==> src/rtl/mult.sv <==
// mult: sequential shift-add multiplier, one result per BITS+2 cycles.
// Ports: clock, reset (sync, active-high), valid (start strobe), is_signed,
//        multiplicand/multiplier (operands), busy, ready (1-cycle pulse),
//        hi/low (upper/lower halves of the 2*BITS product, held until next result).
module mult #(
    parameter int BITS = 32
) (
    input  logic            clock,
    input  logic            reset,
    input  logic            valid,
    input  logic            is_signed,
    input  logic [BITS-1:0] multiplicand,
    input  logic [BITS-1:0] multiplier,
    output logic            busy,
    output logic            ready,
    output logic [BITS-1:0] hi,
    output logic [BITS-1:0] low
);

    typedef enum logic [1:0] {
        S_IDLE,
        S_RUN,
        S_DONE
    } state_t;

    localparam int CW = $clog2(BITS) + 1;

    state_t            r_state;
    logic [BITS-1:0]   r_mcand;
    logic [BITS-1:0]   r_mlr;
    logic [2*BITS-1:0] r_acc;
    logic [CW-1:0]     r_cnt;
    logic              r_neg;
    logic              r_ready;
    logic [BITS-1:0]   r_hi;
    logic [BITS-1:0]   r_low;

    logic              w_a_neg;
    logic              w_b_neg;
    logic [BITS-1:0]   w_mag_a;
    logic [BITS-1:0]   w_mag_b;
    logic [BITS-1:0]   w_addend;
    logic [BITS:0]     w_sum;
    logic [2*BITS-1:0] w_prod;

    // Magnitudes; 0x80..0 negates to itself, which is correct read as unsigned.
    assign w_a_neg  = is_signed & multiplicand[BITS-1];
    assign w_b_neg  = is_signed & multiplier[BITS-1];
    assign w_mag_a  = w_a_neg ? (BITS'(0) - multiplicand) : multiplicand;
    assign w_mag_b  = w_b_neg ? (BITS'(0) - multiplier) : multiplier;

    // BITS+1 adder into the upper half; the carry is shifted back in below.
    assign w_addend = r_mlr[0] ? r_mcand : '0;
    assign w_sum    = {1'b0, r_acc[2*BITS-1:BITS]} + {1'b0, w_addend};

    assign w_prod   = r_neg ? ((2*BITS)'(0) - r_acc) : r_acc;

    always_ff @(posedge clock) begin
        if (reset) begin
            r_state <= S_IDLE;
            r_mcand <= '0;
            r_mlr   <= '0;
            r_acc   <= '0;
            r_cnt   <= '0;
            r_neg   <= 1'b0;
            r_ready <= 1'b0;
            r_hi    <= '0;
            r_low   <= '0;
        end else begin
            r_ready <= 1'b0;
            unique case (r_state)
                S_IDLE: begin
                    if (valid) begin
                        r_mcand <= w_mag_a;
                        r_mlr   <= w_mag_b;
                        r_neg   <= w_a_neg ^ w_b_neg;
                        r_acc   <= '0;
                        r_cnt   <= '0;
                        r_state <= S_RUN;
                    end
                end
                S_RUN: begin
                    r_acc <= {w_sum, r_acc[BITS-1:1]};
                    r_mlr <= r_mlr >> 1;
                    r_cnt <= r_cnt + 1'b1;
                    if (r_cnt == CW'(BITS - 1)) begin
                        r_state <= S_DONE;
                    end
                end
                S_DONE: begin
                    r_hi    <= w_prod[2*BITS-1:BITS];
                    r_low   <= w_prod[BITS-1:0];
                    r_ready <= 1'b1;
                    r_state <= S_IDLE;
                end
                default: begin
                    r_state <= S_IDLE;
                end
            endcase
        end
    end

    assign busy  = (r_state != S_IDLE);
    assign ready = r_ready;
    assign hi    = r_hi;
    assign low   = r_low;

endmodule
==> config.mk <==
export PLATFORM = sky130hd
export DESIGN_NAME = mult
export DESIGN_NICKNAME = d
export VERILOG_FILES = /design/src/rtl/mult.sv
export SDC_FILE = /design/constraint.sdc
export NUM_CORES = 1
export LEC_CHECK = 0
export ABC_AREA = 0
export ABC_CLOCK_PERIOD_IN_PS = 6300
export CORE_MARGIN = 4
export CORE_UTILIZATION = 35
export CTS_BUF_LIST = sky130_fd_sc_hd__clkbuf_8
export CTS_CLUSTER_DIAMETER = 100
export DETAILED_ROUTE_END_ITERATION = 12
export MAX_ROUTING_LAYER = met4
export RECOVER_POWER = 100
export SLEW_MARGIN = 20
export SYNTH_ARGS = -nofsm -noshare
export SYNTH_HDL_FRONTEND = slang
export SYNTH_SLANG_ARGS = --single-unit
==> constraint.sdc <==
create_clock -name clock -period 6.3 [get_ports clock]
set_clock_uncertainty 0.2 [all_clocks]
set_input_delay 1.26 -clock clock [delete_from_list [all_inputs] [get_ports clock]]
set_output_delay 1.26 -clock clock [all_outputs]
set_load 0.01 [all_outputs]
# Yosys cells after proc, flatten, opt, wreduce, memory -nomap -nowiden
# Cells that the tools add are included.
# Widths: inputs -> output; s select.
totals:
  out_inout_bits: 66
  mem_bits_ro: 0
  n_memories: 0
  ff_bits: 202
  wordCells: 42
  mem_bits_rw: 0
  latch_bits: 0
op_classes:
  n_eq_ne: 5
  n_bitwise: 3
  mux: 14
  reduce_logical: 6
  addsub: 5
  shifts: 0
  n_lt_le_gt_ge: 0
  n_mul: 0
  n_div: 0
ops:
  columns: ["op", "n"]
  rows:
  - ["$mux 32", 4]
  - ["$mux 64", 2]
  - ["$pmux 64 s2", 1]
  - ["$pmux 32 s2", 1]
  - ["$sub 1x32->32 const A", 2]
  - ["$sub 1x64->64 const A", 1]
  - ["$add 32x32->33", 1]
  - ["$pmux 6 s2", 1]
  - ["$add 6x1->6 const B", 1]
  - ["$eq 6x5->1 const B", 1]
  - ["$mux 6", 1]
  - ["$reduce_and 2->1", 3]
  - ["$mux 2", 2]
  - ["$ne 2x2->1 const B", 2]
  - ["$pmux 2 s2", 1]
  - ["$reduce_bool 2->1", 2]
  - ["$and 1x1->1", 2]
  - ["$eq 2x1->1 const B", 1]
  - ["$eq 2x2->1 const B", 1]
  - ["$logic_not 2->1", 1]
  - ["$mux 1", 1]
  - ["$xor 1x1->1", 1]

# Logic depth before layout (Yosys ltp)
# Gate-level depths: netlist of run 1.
logic_depth:
  ltp_word: 4
  ltp_mapped: 13
  ltp_nobuf: 12

# Worst setup path before layout of run 1
# Ideal clock, no wire load.
synth_timing:
  kind: "input -> register"
  start: "in multiplier[16]"
  end: "reg r_mlr[25]"
  t_arrival_ns: 3.202
  stages: 8
  path_slack_ns: 2.766
  path_buffers: 0
  setup_ns: 0.132
  path_cell_list: "or4_1 -> nor4_1 -> nand4b_1 -> nor4_1 -> a21oi_1 -> xor2_1 -> nand2_1 -> a21oi_1"
synth_between:
  elab_chain_cells: 4
synth_rtl:
  columns: ["element", "line", "rtl"]
  rows:
  - ["from (decl)", "13", "input logic [BITS-1:0] multiplier,"]
  - ["$sub 1x32->32", "50", "assign w_mag_b = w_b_neg ? (BITS'(0) - multiplier) : multiplier;"]
  - ["$mux 32", "50", null]
  - ["$mux 32", "73", "if (valid) begin"]
  - ["$pmux 32 s2", "71", "unique case (r_state)"]
  - ["to (signal assigned)", "75", "r_mlr <= w_mag_b;"]
  - ["to (signal assigned)", "84", "r_mlr <= r_mlr >> 1;"]
  - ["to (decl)", "30", "logic [BITS-1:0] r_mlr;"]
# No other way between the ends. The select of a mux whose other input is x is not followed.
# A chain may end at the register's enable or synchronous reset.

==> results.md, run 1 <==
Floorplanning:
- The height of the die is 189 microns.
- 134 I/O pins were placed.
- The overall die width is approximately 190 microns.
- Once the floorplan was initialized, standard cells occupied between 30 and 40% of the core.
- The die covers 35600 sq um.
- The floorplan step defined a core boundary enclosing ~32000 sq um.
- The floorplan row count is 65.

Route:
- In the routed layout, each cell is associated on average with a via count of 5.23.
- The first routing iteration left approximately 620 violations.
- The detailed-route wire length is 30.9 mm.
- The number of optimization iterations in the first detailed-route pass is 6.
- In the routed design, unresolved DRC markers number 0.
- The via count of the routed design is between 10k and 15k.
- Dividing the detail-routed wire length by the instance count gives ~16 microns.
- Once detail routing completed, the nets flagged for antenna violations numbered 0.

Setup path:
- STA puts the critical path data required time at approximately 6.5 ns.
- The type of element capturing the critical path is a flop.
- The type of origin of the critical path is an input port.
- The maximum fanout count along the critical path is 67.
- The worst setup path is of the input port to flop kind.
- At the worst endpoint, the arrival time is 5.06 ns.

Synth:
- For this run, asynchronously set or reset flops after synthesis account for 0%.
- The post-synthesis net count is 1517.
- The average size of a mapped cell is between 8 and 9 sq um.
- The synthesized design contains 202 register bits.
- The share of the yosys chip area belonging to registers is a little over a third.
- Synthesis produced a netlist whose cell count is ~1.4k.
- The most instantiated flip-flop cell in the synthesis netlist is sky130_fd_sc_hd__dfxtp_1.
- The count of yosys warnings during synthesis is 0.
- In this run the cell area of the synthesized design comes to between 10000 and 15000 sq um.
- Counting distinct cell types in the post-synthesis netlist gives 60.
- The count of flip-flops with a built-in enable after synthesis is 0.

Clock tree:
- Counting the buffers created by CTS gives 36.
- The root buffer cell is sky130_fd_sc_hd__clkbuf_8.
- The buffers inserted during post-CTS setup optimization is 0.
- After clock tree synthesis, the flow added hold-fix buffers numbering 0.
- No sink is reached through more buffers than the 3 on the longest clock path.
- The number of gates given a new drive strength after cts is 0.
- The H-tree was split into 2 levels.
- The insertion delay to the later sink of the worst-skew pair is approximately 0.54 ns.
- The clock net in this run drives a total of between 200 and 250 sinks.
- The clock tree from TritonCTS is yes.
- Clock-pin slew was measured on the worst setup and hold paths at 0.06 ns.

Cells and area:
- The number of antenna diodes is 0.
- Compared with the post-synthesis result, the final layout area differs by 20.4%.
- Leaving out fill and tap cells, the most frequent cell in the layout is sky130_fd_sc_hd__dfxtp_1.
- In the layout the commonest cells are 201 x sky130_fd_sc_hd__dfxtp_1, 145 x sky130_fd_sc_hd__nor2_1, 140 x sky130_fd_sc_hd__nand2_1.
- The utilization after layout is between 40% and 50%.
- The total non-filler cell area in the finished layout is about 14000 sq um.
- The number of nets in the layout is around 1.6k.
- The fraction of final layout cells with drive strength greater than 1 is just under 6%.
- The count of non-filler cells in the finished layout is 1961.

Timing:
- The maximum frequency from static timing analysis is between 200 and 250 MHz.
- After layout, the minimum clock period comes to approximately 5 ns.
- The max-slew violation count is between 150 and 200.
- The relative max-transition margin is -108%.
- Setup violations remaining at the end of the flow were counted as 0.
- The slew at the pin closest to its max-slew limit is around 3.1 ns.
- Setup repair after global routing left no endpoint under its margin.
- The sum of negative setup slack is 0 ns.
- After layout, the worst path uses 77.7% of the clock period.
- The count of final hold-check violations is 0.

Place:
- The estimated wirelength of the detail-placed design is 22.5 mm.
- The number of instances in the placed design is 1897.
- The number of input and output port buffers inserted is 133.
- The final estimated routing congestion in global placement is 0.932.
- In this run the cell area measured after placement is approximately 13000 sq um.

Power:
- The portion of total power attributed to combinational logic is between 10% and 20%.
- The cell-internal power is 2110 uW.
- VDD sags by at most around 0.10 mV.
- Registers are responsible for a little under half of the overall power.
- In this run the power density over the cells is between 200 and 250 nW/um^2.
- The share of total power dissipated in the clock network is roughly 42%.
- The design draws about 2900 uW.
- The static power due to leakage is about 0.0054 uW.
- The switching power summed over all nets is 748 uW.
- Net switching is a little over a quarter of the power.

GRT:
- Entering global routing, the biggest net connects 90 pins.
- The overall fraction of global-route tracks in use is 17.3%.
- The via count of the first global-routing pass came to 9654.
- The most congested layer reported by global routing is met2.
- The initial antenna violation count came to 0.
- The first global-routing pass estimated between 50 and 60 mm of wire.
- The global-route congestion overflow total is 0.
- In the global route stage, met1 resource usage came out at about 25%.
- The met3 layer usage reported by global route is about 2.7%.
- For met2 alone, demand over resource in global routing was roughly a quarter.

Status:
- The checks that failed: capacitance limit, slew limit.
- The run finished, with violations left.

Run:
- The number of max-cap violations is 3.

Worst hold path:
- The class of the most critical hold timing path is flop to flop.
==> final cells by class <==
type,count,area [sq um]
sequential,202,4050
multi-input combinational,1095,6950
inverter,23,86.3
timing repair buffer,142,1390
clock inverter,17,81.3
tap,435,544
fill,3267,18100
clock buffer,47,647
==> Yosys cell counts (8+ instances only) <==
cell | instances | area (sq um)
sky130_fd_sc_hd__dfxtp_1 | 202 | 4040
sky130_fd_sc_hd__nor2_1 | 147 | 552
sky130_fd_sc_hd__nand2_1 | 140 | 526
sky130_fd_sc_hd__a21oi_1 | 113 | 566
sky130_fd_sc_hd__xor2_1 | 97 | 850
sky130_fd_sc_hd__clkbuf_1 | 84 | 315
sky130_fd_sc_hd__a211oi_1 | 81 | 608
sky130_fd_sc_hd__o21ai_0 | 75 | 375
sky130_fd_sc_hd__xnor2_1 | 43 | 377
sky130_fd_sc_hd__and2_1 | 36 | 225
sky130_fd_sc_hd__ha_1 | 36 | 450
sky130_fd_sc_hd__a22o_1 | 33 | 289
sky130_fd_sc_hd__a22oi_1 | 29 | 218
sky130_fd_sc_hd__nand3_1 | 29 | 145
sky130_fd_sc_hd__o31ai_1 | 26 | 195
sky130_fd_sc_hd__inv_1 | 23 | 86.3
sky130_fd_sc_hd__nor3_1 | 20 | 100
sky130_fd_sc_hd__or3_1 | 19 | 119
sky130_fd_sc_hd__nand2b_1 | 15 | 93.8
sky130_fd_sc_hd__o41ai_1 | 15 | 131
sky130_fd_sc_hd__nor4_1 | 13 | 81.3
sky130_fd_sc_hd__nand4_1 | 12 | 75.1
sky130_fd_sc_hd__or2_2 | 11 | 68.8
sky130_fd_sc_hd__a21o_1 | 8 | 60.1
sky130_fd_sc_hd__nor2b_1 | 8 | 50.1
==> power groups by stage <==
stage | sequential, uW | clock, uW | combinational, uW
2_1_floorplan | 1360 | 0 | 201
3_3_place_gp | 1370 | 0 | 307
3_5_place_dp | 1370 | 0 | 309
4_1_cts | 1340 | 1260 | 310
5_1_grt | 1350 | 1320 | 342
6_report | 1340 | 1210 | 307
==> stage by stage <==
stage	setup slack, ns	hold WS (ns)
5_1_grt	1.03	0.267
2_1_floorplan	2.77	0.227
6_report	1.41	0.247
3_3_place_gp	1.78	0.238
3_5_place_dp	1.77	0.243
4_1_cts	2.34	0.249
==> kinds of logic after synthesis <==
logic type      share of synthesized area, %
flops                                   35.4
xor+xnor                                10.7
buf+inv                                 3.79
simple gates                            20.5
mux                                    0.449
compound gates                          25.0
fa+ha+maj                               4.12
==> worst max-delay path: stages <==
cell	delay, ns
sky130_fd_sc_hd__clkbuf_1	2.17
sky130_fd_sc_hd__buf_4	0.70
sky130_fd_sc_hd__nor3_1	0.16
sky130_fd_sc_hd__buf_4	0.35
sky130_fd_sc_hd__a21oi_1	0.24
sky130_fd_sc_hd__o41ai_1	0.08
==> registers in the layout, summed over array words and instances (netlist names) <==
register / cells
r_state: 2
r_mlr: 32
low: 32
r_acc: 64
hi: 32
r_cnt: 6
ready: 1
r_mcand: 32
r_neg: 1
==> final timing paths <==
check / start / to / slack, ns / cells past startpoint
worst max-delay path: reset / r_acc[63]$_SDFFE_PP0P_ / 1.41 / 6
worst min-delay path: r_mcand[29]$_SDFFE_PP0P_ / r_mcand[29]$_SDFFE_PP0P_ / 0.25 / 2
worst max register to register: r_state[1]$_SDFFE_PP0P_ / low[28]$_SDFFE_PP0P_ / 1.91 / 5
worst min register to register: r_mcand[29]$_SDFFE_PP0P_ / r_mcand[29]$_SDFFE_PP0P_ / 0.25 / 2
==> per-layer routing <==
metal | vias up | routed length, microns
li1 | 5288 | -
met1 | 4686 | 15700
met2 | 242 | 13200
met3 | 34 | 1530
met4 | 0 | 428
met5 | - | 0
No activity file was read; power rests on OpenSTA's default activity.
==> run 2: changes to the inputs <==
Settings changed: ABC_CLOCK_PERIOD_IN_PS 6300 to 4480.
Clock period 6.3 ns to 4.48 ns, I/O delays scaled along.
==> results.md, run 2 (same netlist as run 1, synthesis figures left out) <==
GRT:
- The global-route congestion overflow total is 0 (unchanged).
- The via count of the first global-routing pass came to 9664 (+0.10%).
- The initial antenna violation count is 0 (unchanged).
- The largest net degree at the start of global routing is 66 (-27%).
- The overall fraction of global-route tracks in use is 17.2% (-0.036 points).
- The global-route wire length before repair is 50.5 mm (about the same).

Cells and area:
- The number of flip-flops under the largest register name came to 64 (unchanged).
- The utilization after layout is 43.2% (about the same).
- The number of nets in the layout is 1615 (+0.62%).
- The library cells used most frequently in the layout, excluding fill and tap cells, are 201 x sky130_fd_sc_hd__dfxtp_1, 146 x sky130_fd_sc_hd__nor2_1, 140 x sky130_fd_sc_hd__nand2_1.
- The register with the most flip-flops is r_acc.
- The fraction of final layout cells with drive strength greater than 1 is 5.86% (-0.10 points).
- The filler cell count in the final layout came to 3295 (+0.86%).
- Leaving out fill and tap cells, the most frequent cell in the layout is sky130_fd_sc_hd__dfxtp_1.
- The area growth from synthesis to layout is 20.5% (about the same).
- The number of antenna diodes is 0 (unchanged).

Route:
- The via count of the routed design is 10.3k (+0.49%).
- The count of antenna-violating nets left after detailed routing is 0 (unchanged).
- The remaining routing DRC violations came to 0 (unchanged).
- The top routing layer in use is met4.
- The detailed route wirelength on metal2 is 13.3 mm (+0.80%).
- The average via count per standard cell was 5.23 (about the same).
- The met3 layer wire length in the routed design is 1.52 mm (-0.91%).
- The violation count after the first detailed-routing iteration is 581 (-6.4%).
- The number of optimization iterations in the first detailed-route pass was 5 (-1).
- The detailed-route wire length on metal 1 is 15.7 mm (+0.17%).
- The average wire per standard cell is 15.7 microns (-0.35%).
- The detailed-route wire length was 30.9 mm (+0.16%).

Power:
- The static power due to leakage is 0.00538 uW (+0.45%).
- The total power per unit cell area is 291 nW/um^2 (+40%).
- The largest voltage drop on the vdd net is 0.129 mV (+27%).

Timing:
- The relative max-transition margin was -16.1% (+92 points).
- Setup repair after global routing left no endpoint under its margin.
- The count of final hold-check violations is 0 (unchanged).
- The maximum frequency from static timing analysis is around 270 MHz.
- The final number of setup-violating endpoints came to 0 (unchanged).
- The sum of negative setup slack is 0 ns (unchanged).
- The slew at the pin closest to its max-slew limit is 1.74 ns (-1.37 ns).
- In the finished design, the share of the clock period the worst path needs comes to between 80 and 90%.
- The clock period minus final worst setup slack is 3.67 ns.
- The max-slew violation count is 87 (-54%).
- The worst hold slack across all endpoints is 0.252 ns (+0.00484 ns).

Clock tree:
- The sink count of the clock tree is 202 (unchanged).
- The root buffer cell is sky130_fd_sc_hd__clkbuf_8.
- TritonCTS built the clock tree.
- The level count of the clock H-tree is 2 (unchanged).
- The number of gates given a new drive strength after cts is 0 (unchanged).
- The hold buffer count at CTS is 0 (unchanged).
- The buffers inserted during post-CTS setup optimization was 0 (unchanged).
- The insertion delay to the later sink of the worst-skew pair came to 0.54 ns (about the same).
- The clock-pin slew reported for the worst setup and hold paths after clock tree synthesis is 0.06 ns (about the same).
- The maximum clock insertion buffer count is 3 (unchanged).
- The number of buffers added by the clock tree synthesis step was 37 (+2.8%).

Floorplanning:
- The boundary pin count was 134 (unchanged).
- The height of the die is 189 microns (unchanged).
- The initial cell density of the core came to 35.8% (unchanged).
- The die area is 35600 sq um (unchanged).
- The floorplan core area is 31900 sq um (unchanged).
- The floorplan row count is 65 (unchanged).
- The overall die width is 189 microns (unchanged).

Setup path:
- The arrival time reported for the critical path endpoint was 3.86 ns (-1.20 ns).
- The type of element capturing the critical path is a flop.
- The type of the setup path with the least slack is flop to flop.
- The type of origin of the critical path is a flop.
- The maximum fanout count along the critical path is 24 (-64%).
- The flop-to-flop setup slack was 0.81 ns (-1.10 ns).
- The data required time of the critical path is 4.67 ns (-1.80 ns).

Status:
- The checks that failed: capacitance limit, slew limit.
- The run finished, with violations left.

Place:
- The estimated wirelength of the detail-placed design was 22.8 mm (+1.1%).
- The final estimated routing congestion in global placement came to 0.901 (-3.3%).
- The number of input and output port buffers inserted is 133 (unchanged).

Worst hold path:
- The tightest min-delay check is of the flop to flop type.

Run:
- The number of max-cap violations is 3 (unchanged).
-- run 2: cell types whose count changed in the layout (fill, tap and decap cells not counted), moves of 2 or more --
cell,previous run,this run
sky130_fd_sc_hd__dlygate4sd3_1,67,70
sky130_fd_sc_hd__buf_4,8,10
sky130_fd_sc_hd__clkbuf_1,1,5
sky130_fd_sc_hd__clkdlybuf4s50_1,65,62
sky130_fd_sc_hd__inv_1,36,39
sky130_fd_sc_hd__clkinv_2,1,3
sky130_fd_sc_hd__clkbuf_8,47,42
sky130_fd_sc_hd__and2_1,35,32
sky130_fd_sc_hd__and2_0,0,3
sky130_fd_sc_hd__clkbuf_2,1,4
-- run 2: per-layer routing --
| metal | up-vias | track usage [%] |
|---|---|---|
| met3 | 28 | 2.69 |
| li1 | 5311 | - |
| met4 | 0 | 3.59 |
| met5 | - | - |
| met2 | 261 | 25.7 |
| met1 | 4700 | 24.8 |
-- run 2: per-stage QoR --
stage	total power [uW]	cells	worst slack (ns)	cell area, sq um
final	4010	1971	0.806	13800
after global routing	4200	1971	0.541	13800
after CTS	4070	1971	0.982	13800
after detailed placement	2370	1906	0.501	13100
after global placement	2360	1906	0.571	13100
after floorplan	2190	1412	1.31	11400
-- run 2: final cells by class --
class                   count  area [sq um]  area share, %
clock inverters            23           130          0.946
flip-flops and latches    202          4050           29.4
clock buffers              42           578           4.20
multi-input cells        1095          6940           50.4
well taps                 435           544           3.96
repair buffers            151          1440           10.4
inverters                  23          86.3          0.628
-- run 2: worst max-delay path, stage by stage (launching register included) --
cell and delay, ns:
sky130_fd_sc_hd__dfxtp_1 0.43, sky130_fd_sc_hd__nor2b_1 1.28, sky130_fd_sc_hd__nor2_1 0.41, sky130_fd_sc_hd__clkbuf_1 0.62
sky130_fd_sc_hd__a221oi_1 0.47, sky130_fd_sc_hd__o22ai_1 0.12
-- run 2: worst paths after layout --
path                                start                      to  depth (start not counted)
hold / removal        hi[31]$_SDFFE_PP0P_     hi[31]$_SDFFE_PP0P_                          2
setup reg to reg  r_state[0]$_SDFFE_PP0P_  r_acc[62]$_SDFFE_PP0P_                          5
hold reg to reg       hi[31]$_SDFFE_PP0P_     hi[31]$_SDFFE_PP0P_                          2
setup / recovery  r_state[0]$_SDFFE_PP0P_  r_acc[62]$_SDFFE_PP0P_                          5
-- run 2: where the power goes --
part           internal, uW  switching (uW)
sequential             1850            37.3
clock                   917             771
combinational           175             258
total                  2940            1070
